$ cat config.mk
export PLATFORM = sky130hd
export DESIGN_NAME = l1in_counter_tmr
export DESIGN_NICKNAME = d
export VERILOG_FILES = /design/src/rtl/l1in_counter_tmr.sv
export SDC_FILE = /design/constraint.sdc
export NUM_CORES = 1
export LEC_CHECK = 0
export ABC_AREA = 1
export BUFFER_PORTS_ARGS = -buffer_cell sky130_fd_sc_hd__buf_2
export CAP_MARGIN = 20
export CELL_PAD_IN_SITES_DETAIL_PLACEMENT = 0
export CELL_PAD_IN_SITES_GLOBAL_PLACEMENT = 1
export CORE_MARGIN = 2
export CORE_UTILIZATION = 31
export CTS_BUF_LIST = sky130_fd_sc_hd__clkbuf_8
export CTS_CLUSTER_DIAMETER = 50
export CTS_CLUSTER_SIZE = 8
export DETAILED_ROUTE_END_ITERATION = 16
export PLACE_DENSITY = 0.82
export SLEW_MARGIN = 30
export SYNTH_ARGS = -nofsm -noshare
export SYNTH_HDL_FRONTEND = slang
export SYNTH_SLANG_ARGS = --single-unit
$ cat constraint.sdc
create_clock -name Clk -period 2.65 [get_ports Clk]
set_input_delay 0.53 -clock Clk [delete_from_list [all_inputs] [get_ports Clk]]
set_output_delay 0.53 -clock Clk [all_outputs]
set_load 0.02 [all_outputs]
$ cat src/rtl/l1in_counter_tmr.sv
// l1in_counter_tmr: triple-modular-redundant L1 trigger-ID counter.
// Counts L1 triggers accepted while the L1 register has room. The three
// replicas are majority-voted every cycle. The voted ID is written back into
// all three replicas, so a single upset is scrubbed on the next edge.
//
// Ports
//   Clk, Reset        rising-edge clock, asynchronous active-high reset
//   L1                trigger strobe, one cycle per trigger
//   L1_Reg_Full       L1 register full; a trigger seen while full is dropped
//   Ecr               synchronous event-counter reset to RESET_VAL
//   ErrClr            synchronous clear of ErrorSticky (and SeuCount)
//   L1In / L1Bin      Gray-coded / binary voted count (combinational from flops)
//   Wrap              pulse: count stepped from all-ones to zero
//   L1_Dropped        pulse: trigger rejected (full or Ecr)
//   Error             pulse: replica mismatch seen the previous cycle (voted)
//   ErrReplica        bit i set when replica i disagreed with the vote
//   ErrorSticky       set by a mismatch, held until ErrClr
//   SeuCount          saturating count of Error cycles
//
// Build option: when L1IN_SEU_CNT_EN is defined the SEU event counter is built.
// Otherwise SeuCount is tied to zero.
module l1in_counter_tmr #(
    parameter int unsigned WIDTH     = 4,
    parameter int unsigned RESET_VAL = 0,
    parameter int unsigned SEU_CNT_W = 8
) (
    input  logic                 Clk,
    input  logic                 Reset,
    input  logic                 L1,
    input  logic                 L1_Reg_Full,
    input  logic                 Ecr,
    input  logic                 ErrClr,
    output logic [WIDTH-1:0]     L1In,
    output logic [WIDTH-1:0]     L1Bin,
    output logic                 Wrap,
    output logic                 L1_Dropped,
    output logic                 Error,
    output logic [2:0]           ErrReplica,
    output logic                 ErrorSticky,
    output logic [SEU_CNT_W-1:0] SeuCount
);

    localparam logic [WIDTH-1:0] RST_V = WIDTH'(RESET_VAL);
    localparam logic [WIDTH-1:0] MAX_V = {WIDTH{1'b1}};

    logic [WIDTH-1:0] r0, r1, r2;
    logic [WIDTH-1:0] vote;
    logic [WIDTH-1:0] nxt;
    logic             e0, e1, e2;
    logic             mismatch;
    logic             accept;
    logic             wrap_nxt;
    logic             drop_nxt;
    logic [2:0]       err_rep_nxt;

    // Bitwise majority of the three replicas
    assign vote  = (r0 & r1) | (r1 & r2) | (r2 & r0);
    assign L1Bin = vote;
    assign L1In  = vote ^ (vote >> 1);

    assign mismatch    = (r0 != r1) || (r1 != r2);
    assign err_rep_nxt = {r2 != vote, r1 != vote, r0 != vote};

    // Ecr takes priority, so a trigger in the same cycle is dropped
    assign accept   = L1 && !L1_Reg_Full && !Ecr;
    assign drop_nxt = L1 && (L1_Reg_Full || Ecr);

    // Error is stored in three flops and voted, as the counter is
    assign Error = (e0 & e1) | (e1 & e2) | (e2 & e0);

    // Next count, written identically into every replica
    always_comb begin
        nxt      = vote;
        wrap_nxt = 1'b0;
        if (Ecr) begin
            nxt = RST_V;
        end else if (accept) begin
            nxt      = vote + WIDTH'(1);
            wrap_nxt = (vote == MAX_V);
        end
    end

    // Replica, flag and diagnosis registers
    always_ff @(posedge Clk or posedge Reset) begin
        if (Reset) begin
            r0          <= RST_V;
            r1          <= RST_V;
            r2          <= RST_V;
            e0          <= 1'b0;
            e1          <= 1'b0;
            e2          <= 1'b0;
            Wrap        <= 1'b0;
            L1_Dropped  <= 1'b0;
            ErrReplica  <= 3'b000;
            ErrorSticky <= 1'b0;
        end else begin
            r0          <= nxt;
            r1          <= nxt;
            r2          <= nxt;
            e0          <= mismatch;
            e1          <= mismatch;
            e2          <= mismatch;
            Wrap        <= wrap_nxt;
            L1_Dropped  <= drop_nxt;
            ErrReplica  <= err_rep_nxt;
            // Setting wins over a coincident clear
            ErrorSticky <= mismatch || (ErrorSticky && !ErrClr);
        end
    end

`ifdef L1IN_SEU_CNT_EN
    logic [SEU_CNT_W-1:0] seu_cnt;

    // Saturating count of cycles with Error asserted; a clear wins over an increment
    always_ff @(posedge Clk or posedge Reset) begin
        if (Reset) begin
            seu_cnt <= '0;
        end else if (ErrClr) begin
            seu_cnt <= '0;
        end else if (Error && (seu_cnt != {SEU_CNT_W{1'b1}})) begin
            seu_cnt <= seu_cnt + SEU_CNT_W'(1);
        end
    end

    assign SeuCount = seu_cnt;
`else
    assign SeuCount = '0;
`endif

endmodule
; Word level (Yosys, flattened, before mapping)
; Index checks and enable logic that the tools add are counted.
; W data, S select, Z words.
[op_classes]
addsub = 1
n_eq_ne = 2
muxes = 4
bitwise_logic = 4
n_reduce_logical = 8
[op_table]
columns = cell, count
row1 = $mux W4, 2
row2 = $or A4 B4 Y4, 2
row3 = $add A4 B1 Y4 const B, 1
row4 = $and A4 B4 Y4, 1
row5 = $eq A4 B4 Y1 const B, 1
row6 = $logic_and A1 B1 Y1, 4
row7 = $ne A4 B4 Y1, 1
row8 = $xor A4 B3 Y4, 1
row9 = $logic_not A1 Y1, 3
row10 = $mux W1, 2
row11 = $logic_or A1 B1 Y1, 1
[totals]
register_bits = 8
out_inout_bits = 23
elab_cells = 24

; Depth between registers and ports, before layout
; Gate-level depths: netlist of the first run.
[logic_depth]
word_depth = 6
ltp_mapped = 6
depth_no_buf = 6

; Least setup slack after synthesis of the first run
; No wires, ideal clock.
[synth_path]
path_type = register -> output
start = reg r2[0]
end = out L1In[0]
arrival_time_ns = 0.906
t_required_ns = 2.120
slack_ns = 1.214
stages_incl_launch_ff = 2
path_buffers = 0
cell_sequence = dfrtp_1 > ha_1
[synth_between]
elab_chain_cells = 4
[synth_rtl]
columns = item, line_no
row1 = from (decl), 46  ; logic [WIDTH-1:0] r0, r1, r2;
row2 = from (signal assigned), 99  ; r2 <= nxt;
row3 = $and A4 B4 Y4 *, 57  ; assign vote = (r0 & r1) | (r1 & r2) | (r2 & r0);
row4 = $or A4 B4 Y4, 57
row5 = $or A4 B4 Y4 *, 57
row6 = $xor A4 B3 Y4 *, 59  ; assign L1In = vote ^ (vote >> 1);
row7 = to (decl), 33  ; output logic [WIDTH-1:0] L1In,
; Every way passes the cells marked *; elsewhere a longest branch is shown, timed or not.

; Worst setup path after layout of the first run
; Ends and elaborated chain as after synthesis.

==> results.md, run 1 <==
Worst setup path:
- The worst setup path is of the register to output pin kind.
- The required arrival time at the worst endpoint is 2.12 ns.
- Together, buffers and inverters on the worst path number 1.
- STA classifies the critical path endpoint as an output pin.
- Among all stages on the critical path, the largest delay is contributed by sky130_fd_sc_hd__dfrtp_1.
- For this run, the slowest stage of the critical path takes 0.42 ns.
- Measured in cells, the most critical reg-to-reg path has a length of 4.
- The worst register-to-register path begins at r2[0]$_DFFE_PP0P_.
- For flop-to-flop paths, the worst setup slack is 1.61 ns.
- The most critical setup path has its startpoint at r2[0]$_DFFE_PP0P_.
- Traced cell by cell, the critical path runs through ha_1, buf_2.
- In this run the critical register-to-register path is captured at r2[2]$_DFFE_PP0P_.
- The critical path startpoint category is a register.
- Grouping stages by cell kind, the critical path spends the most delay in flip-flops.
- The endpoint arrival time on the critical path is 1.14 ns.
- The highest net fanout along the worst path is 5.

Clocking:
- The post-cts gate resize count is 0.
- The maximum level of the CTS H-tree is 1.
- The number of buffers added by the clock tree synthesis step is 3.
- TritonCTS built the clock tree.
- The root buffer cell is sky130_fd_sc_hd__clkbuf_8.
- The count of hold-fix buffers inserted at cts is 0.
- CTS saw 7 sinks.
- The clock slew at the register clock pins of the worst setup and hold paths is 0.04 ns.
- The number of buffers on the longest clock path is 2.
- For the worst-skew pair, the clock arrives at the later sink with an insertion delay of 0.23 ns.
- The buffer count from post-CTS setup fixing is 0.

Synth:
- The xor and xnor area share after synthesis is 0.0194.
- In the synthesized netlist, the cells that appear most often are sky130_fd_sc_hd__buf_4, sky130_fd_sc_hd__nand2_1, sky130_fd_sc_hd__dfrtp_1.
- After synthesis, the largest family of logic cells by area is buffers and inverters.
- Yosys attributes the largest share of cell area to sky130_fd_sc_hd__dfrtp_1, sky130_fd_sc_hd__buf_4, sky130_fd_sc_hd__ha_1.
- The total of warnings raised by yosys is 0.
- Yosys instantiated no cell more often than sky130_fd_sc_hd__buf_4.
- The share of synthesized flip-flops with an asynchronous set or reset is 1.00.
- The largest total area in the synthesized netlist belongs to sky130_fd_sc_hd__dfrtp_1.
- The number of flops mapped to enable cells by yosys is 0.
- Averaged over all synthesized cells, the footprint is 8.66 µm².
- Synthesis produced a netlist whose cell count is 52.
- The post-synthesis compound-gate area fraction is 0.0278.
- The post-synthesis sequential area ratio is 0.389.
- Synthesis inferred 7 register bits.
- The share of the synthesized area in the top cell type is 0.389.
- Of the total synthesized cell area, the portion taken by AND, OR, NAND and NOR gates is 0.172.
- Of the post-synthesis cell area, the part taken by muxes is 0.0222.
- The unique cell type count in the Yosys netlist is 16.
- Among all flip-flop cells after synthesis, the most frequent one is sky130_fd_sc_hd__dfrtp_1.
- In this run the cell area of the synthesized design comes to 450 µm².
- Of the total synthesized cell area, the portion taken by full adders, half adders and majority gates is 0.0833.

Place:
- The final estimated routing congestion in global placement is 0.717.
- The detailed placement HPWL is 641 µm.
- The count of buffers added on input and output ports is 16.

Drt:
- After detailed routing, the number of vias per cell comes to 4.07.
- Summed over all layers, the routed wires come to 789 µm.
- After the first detailed-routing iteration, the DRC count stood at 6.
- In the routed design, unresolved DRC markers number 0.
- Once detail routing completed, the nets flagged for antenna violations numbered 0.
- The pre-antenna-repair detailed-routing pass consisted of 4 iterations.
- The detailed-route via count is 346.
- Dividing the detail-routed wire length by the instance count gives 9.28 µm.

Floorplan:
- The horizontal die dimension is 42.1 µm.
- The effective utilization at floorplan is 0.338.
- The total die area is 1770 µm².
- After floorplanning, the core was divided into 13 placement rows.
- The die boundary height is 42.1 µm.
- The floorplan core area is 1330 µm².
- In this run the count of I/O pins placed on the die edge is 29.

Power and ir drop:
- The power per cell area is 562 nW/µm².
- The leakage component of the power is 0.353 nW.
- After layout, the design draws a total of 0.000303 W.
- IR analysis of the VDD net gives a maximum drop of 188 µV.

Flow run:
- The tool flagged a number of max-cap violations equal to 0.

Layout:
- The relative area change from synthesis to final layout is 19.4%.
- After the last flow step, the layout net total stands at 80.
- The total inserted antenna cells is 0.
- At the end of the flow the core is filled with cells to 0.403.
- The filler cell count in the final layout is 146.
- In the final layout, the share of cells above drive strength 1 is 0.343.

STA:
- The number of setup violations in the final report is 0.
- After routing, the total negative slack on setup checks comes to 0 ns.
- The final clock period utilization by the worst path is 0.629.
- The shortest clock period the worst path allows after layout is 1.67 ns.
- The number of max-slew violations in the final report came to 0.
- The final worst clock skew is 0.00438 ns.
- The total count of hold-check failures in the final report was 0.
- Derived from the worst setup path, the maximum achievable clock frequency is 0.600 GHz.
- Setup repair after global routing left no endpoint under its margin.

Global routing:
- The global-route wire length before repair is 1.37 mm.
- The pin count of the biggest net entering global routing is 8.
- For this run the aggregate overflow at the end of global routing stands at 0.
- The global-route total usage across every layer is 0.108.
- The via count of the first global-routing pass is 322.
- The number of antenna violations at the first check in global routing is 0.

Hold path:
- The path class of the tightest hold or removal check is primary input to asynchronous set/reset pin.

Run status:
- The run finished with clean final reports.
==> per-layer routing <==
layer / routed length [µm] / up-vias / global-route usage
met2: 378 / 17 / 0.159
li1: - / 169 / -
met4: 19 / 0 / 0.131
met5: 0 / - / 0
met1: 333 / 158 / 0.129
met3: 58 / 2 / 0
==> report_power, final <==
part | switching, W | internal, W
Combinational | 0.0000327 | 0.0000101
Sequential | 0.00000257 | 0.000110
Clock | 0.0000470 | 0.000100
==> through the flow <==
stage                     setup WS, ns  cell area (µm²)  hold slack, ns  cells
final                            0.983              538           0.225     85
after detailed placement          1.22              493           0.479     81
after CTS                        0.976              538           0.238     85
after global routing             0.942              538           0.261     85
after floorplan                   1.21              492           0.333     63
after global placement            1.24              493           0.469     81
==> cell families (layout without fill, tap and decap cells) <==
logic type      Yosys count  count (layout)
other cells               1              12
flops                     7               7
simple gates             17              17
mux                       1               1
compound gates            2               2
buf+inv                  20              27
fa+ha+maj                 3               3
xor+xnor                  1               1
==> layout make-up <==
class	count	area [µm²]	share of cell area
clock buffer	3	41.3	0.0767
clock inverter	1	3.75	0.00698
tap	15	18.8	0.0349
sequential	7	175	0.326
multi-input combinational	36	191	0.356
inverter	7	27.5	0.0512
timing repair buffer	16	80.1	0.149
==> worst register-to-register path, delay by kind of cell, from the launching register on <==
family / cells / cell delay, ns
xor+xnor: 1 / 0.15
fa+ha+maj: 1 / 0.25
flops: 1 / 0.42
simple gates: 2 / 0.10
==> layout by cell type, fill, tap and decap left out, types with 2 or more instances in the layout <==
cell and instances:
sky130_fd_sc_hd__clkbuf_8 3, sky130_fd_sc_hd__inv_1 6, sky130_fd_sc_hd__nand2_2 2, sky130_fd_sc_hd__nor2_1 2, sky130_fd_sc_hd__buf_2 16, sky130_fd_sc_hd__dfrtp_1 7
sky130_fd_sc_hd__nand3_1 2, sky130_fd_sc_hd__conb_1 12, sky130_fd_sc_hd__nand2_1 10, sky130_fd_sc_hd__ha_1 3
==> sequential cells by signal (all words and copies together) (netlist names) <==
signal / cells
L1_Dropped: 1
r2: 4
ErrorSticky: 1
Wrap: 1
==> how the worst max path moves through the flow <==
stage              end  slack [ns]  cells after the start
6_report       L1In[0]        0.98                      2
5_1_grt        L1In[0]        0.94                      2
4_1_cts        L1In[0]        0.98                      2
3_5_place_dp   L1In[0]        1.22                      2
3_3_place_gp   L1In[0]        1.24                      2
2_1_floorplan  L1In[0]        1.21                      1
Power figures use the tool's default switching activity.
==> run 2: changes to the inputs <==
Settings changed: CORE_UTILIZATION 31 to 29, PLACE_DENSITY 0.82 to 0.78.
Clock period 2.65 ns to 1.7 ns, I/O delays scaled along.
==> run 2 against run 1 <==
Routed wire length is 4.2% lower; global-route usage down 1.3 points; cell count is 1.2% higher; clock-buffer cell count unchanged; power grew 58%; sequential power rose by 55%; combinational power rose by 57%; sequential cell count stayed put; hold slack worse by 0.19 ns; critical path type unchanged; critical endpoint unchanged; first-iteration DRC count shrank 100%.
==> results.md, run 2 (same netlist as run 1, synthesis figures left out) <==
Run status:
- The flow ran to the end, and the final reports show no timing, DRC or antenna violations.

Clocking:
- Post-CTS timing repair inserted 0 buffers for setup.
- The clock net in this run drives a total of 7 sinks.
- The number of buffers added by the clock tree synthesis step is 3.
- CTS built an H-tree with a depth of 1.
- The post-cts gate resize count is 0.
- The number of buffers on the longest clock path is 2.
- After clock tree synthesis, the clock-pin slew on the worst setup and hold paths is 0.04 ns.
- The count of hold-fix buffers inserted at cts is 0.
- The clock tree from TritonCTS is built.
- The root buffer cell is sky130_fd_sc_hd__clkbuf_8.
- At the later pin of the worst-skew pair, clock insertion delay measures 0.23 ns.

Drt:
- The count of TritonRoute iterations in the first routing pass is 1.
- The DRC violation count after routing is 0.
- In this run the remaining antenna-violating nets after routing total 0.
- The routed layout has 345 vias.
- The average detailed-routed wire length per instance is 8.79 µm.
- The iteration-0 DRC count of the detailed router is 0.
- Summed over all layers, the routed wires come to 756 µm.
- The post-detailed-route via-to-cell ratio is 4.01.

Layout:
- The most common cell after layout, fill and taps aside is sky130_fd_sc_hd__buf_2.
- The flip-flop count of the largest register, all copies and words added is 4.
- The finished layout holds 86 standard cells, fillers aside.
- Of the cells placed in the final design, the portion with a size suffix greater than 1 is 0.357.
- The area of all placed cells without fillers is 541 µm².
- More flip-flops sit in one register than any other, and that register is r2.
- The repair_antennas step left the layout with diodes totalling 0.
- In the layout the commonest cells are sky130_fd_sc_hd__buf_2, sky130_fd_sc_hd__conb_1, sky130_fd_sc_hd__nand2_1.
- In the final design database the tool counted 80 nets.
- The relative area change from synthesis to final layout is 20.0%.
- The layout has 152 filler cells.

Worst setup path:
- The endpoint identified for the worst register-to-register timing path is r2[2]$_DFFE_PP0P_.
- The class of the most critical setup path is register to output pin.
- Counting cells, the worst reg-to-reg path comes to 4.
- The worst setup path is launched from a register.
- For the worst setup path, the data required time is 1.36 ns.
- The endpoint arrival time on the critical path is 1.13 ns.
- The worst setup path is captured at an output pin.
- The highest net fanout along the worst path is 5.
- Across all register-to-register paths, the minimum setup slack is 0.69 ns.
- The beginning of the critical path is r2[0]$_DFFE_PP0P_.
- The reg-to-reg startpoint is r2[0]$_DFFE_PP0P_.

STA:
- The shortest clock period the worst path allows after layout is 1.47 ns.
- The setup total negative slack is 0 ns.
- The peak clock frequency supported by timing is 0.681 GHz.
- In the finished design, the share of the clock period the worst path needs comes to 0.864.
- Setup repair after global routing left no endpoint under its margin.
- The number of max-slew violations in the final report is 0.
- The number of setup violations in the final report is 0.
- Once routing completed, OpenROAD measured the worst setup slack at 0.231 ns.
- The total count of hold-check failures in the final report is 0.
- On the final layout, the worst clock skew is 0.00292 ns.

Flow run:
- The count of max-cap constraint violations is 0.

Global routing:
- The via count of the first global-routing pass is 292.
- The number of antenna violations at the first check in global routing was 0.
- For this run, the total global-route usage over all layers was measured as 0.0948.
- The global-route wire length before repair is 1.22 mm.
- Entering global routing, the biggest net connects 8 pins.
- After global routing the overflow that remains totals 0.

Place:
- The final estimated routing congestion in global placement is 0.744.
- The total cell area at the placement stage is 494 µm².
- The count of port buffers added during placement is 16.
- The number of placed instances, taps included, is 82.
- Timing analysis after detailed placement gives a worst setup slack of 0.475 ns.
- The HPWL after detailed placement is 586 µm.

Floorplan:
- For this design the top-level I/O count stands at 29.
- The initial utilization of the core area, before any placement, comes to 0.303.
- The die boundary height is 43.4 µm.
- In this run the horizontal extent of the chip is 43.4 µm.
- Row generation in the floorplan step produced 14 rows.
- The die covers 1880 µm².
- The region available for standard cell placement spans 1490 µm².

Hold path:
- The kind of path behind the tightest hold check is primary input to asynchronous set/reset pin.

Power and ir drop:
- For this design the ratio of total power to cell area is 885 nW/µm².
- The leakage component of the power is 0.352 nW.
- The maximum vdd drop is 247 µV.
==> run 2: changes by cell type in the layout (fill, tap and decap cells not counted) <==
cell | previous run | this run
sky130_fd_sc_hd__clkinv_2 | 1 | 2
sky130_fd_sc_hd__inv_1 | 6 | 5
==> run 2: worst max path at each step <==
stage          slack [ns]       to
2_1_floorplan        0.45  L1In[0]
3_3_place_gp         0.48  L1In[0]
4_1_cts              0.23  L1In[0]
3_5_place_dp         0.47  L1In[0]
6_report             0.23  L1In[0]
5_1_grt              0.18  L1In[0]
==> run 2: power by group <==
| group | total [W] | switching, W | leakage [nW] | internal [W] |
|---|---|---|---|---|
| clock network | 0.000236 | 0.0000771 | 0.0255 | 0.000159 |
| registers | 0.000175 | 0.00000377 | 0.0953 | 0.000171 |
| logic | 0.0000670 | 0.0000512 | 0.231 | 0.0000158 |
==> run 2: area by class of cell <==
type                            instances  area (µm²)  share of cell area
Clock buffer                            3        41.3              0.0764
Sequential cell                         7         175               0.324
Clock inverter                          1        5.00             0.00926
Timing Repair Buffer                   16        80.1               0.148
Inverter                                7        27.5              0.0509
Multi-Input combinational cell         36         191               0.354
Tap cell                               16        20.0              0.0370
==> run 2: per-stage QoR <==
step	hold WS, ns	utilization	total power (W)
after floorplan	0.143	-	0.000249
after global placement	0.283	0.332	0.000244
after detailed placement	0.291	0.332	0.000245
after CTS	0.0487	0.363	0.000483
after global routing	0.0702	0.363	0.000503
final	0.0375	0.363	0.000478
==> run 2: layer usage <==
layer / vias to the layer above / GRT usage / part of all wire / wire [µm]
met2: 22 / 0.146 / 0.46 / 346
li1: 169 / - / - / -
met1: 150 / 0.0935 / 0.41 / 309
met3: 4 / 0.0292 / 0.087 / 66
met5: - / 0 / 0 / 0
met4: 0 / 0.109 / 0.045 / 34
==> run 2: critical path, stage by stage (launching register included) <==
cell                      delay (ns)
sky130_fd_sc_hd__dfrtp_1        0.42
sky130_fd_sc_hd__ha_1           0.32
sky130_fd_sc_hd__buf_2          0.16
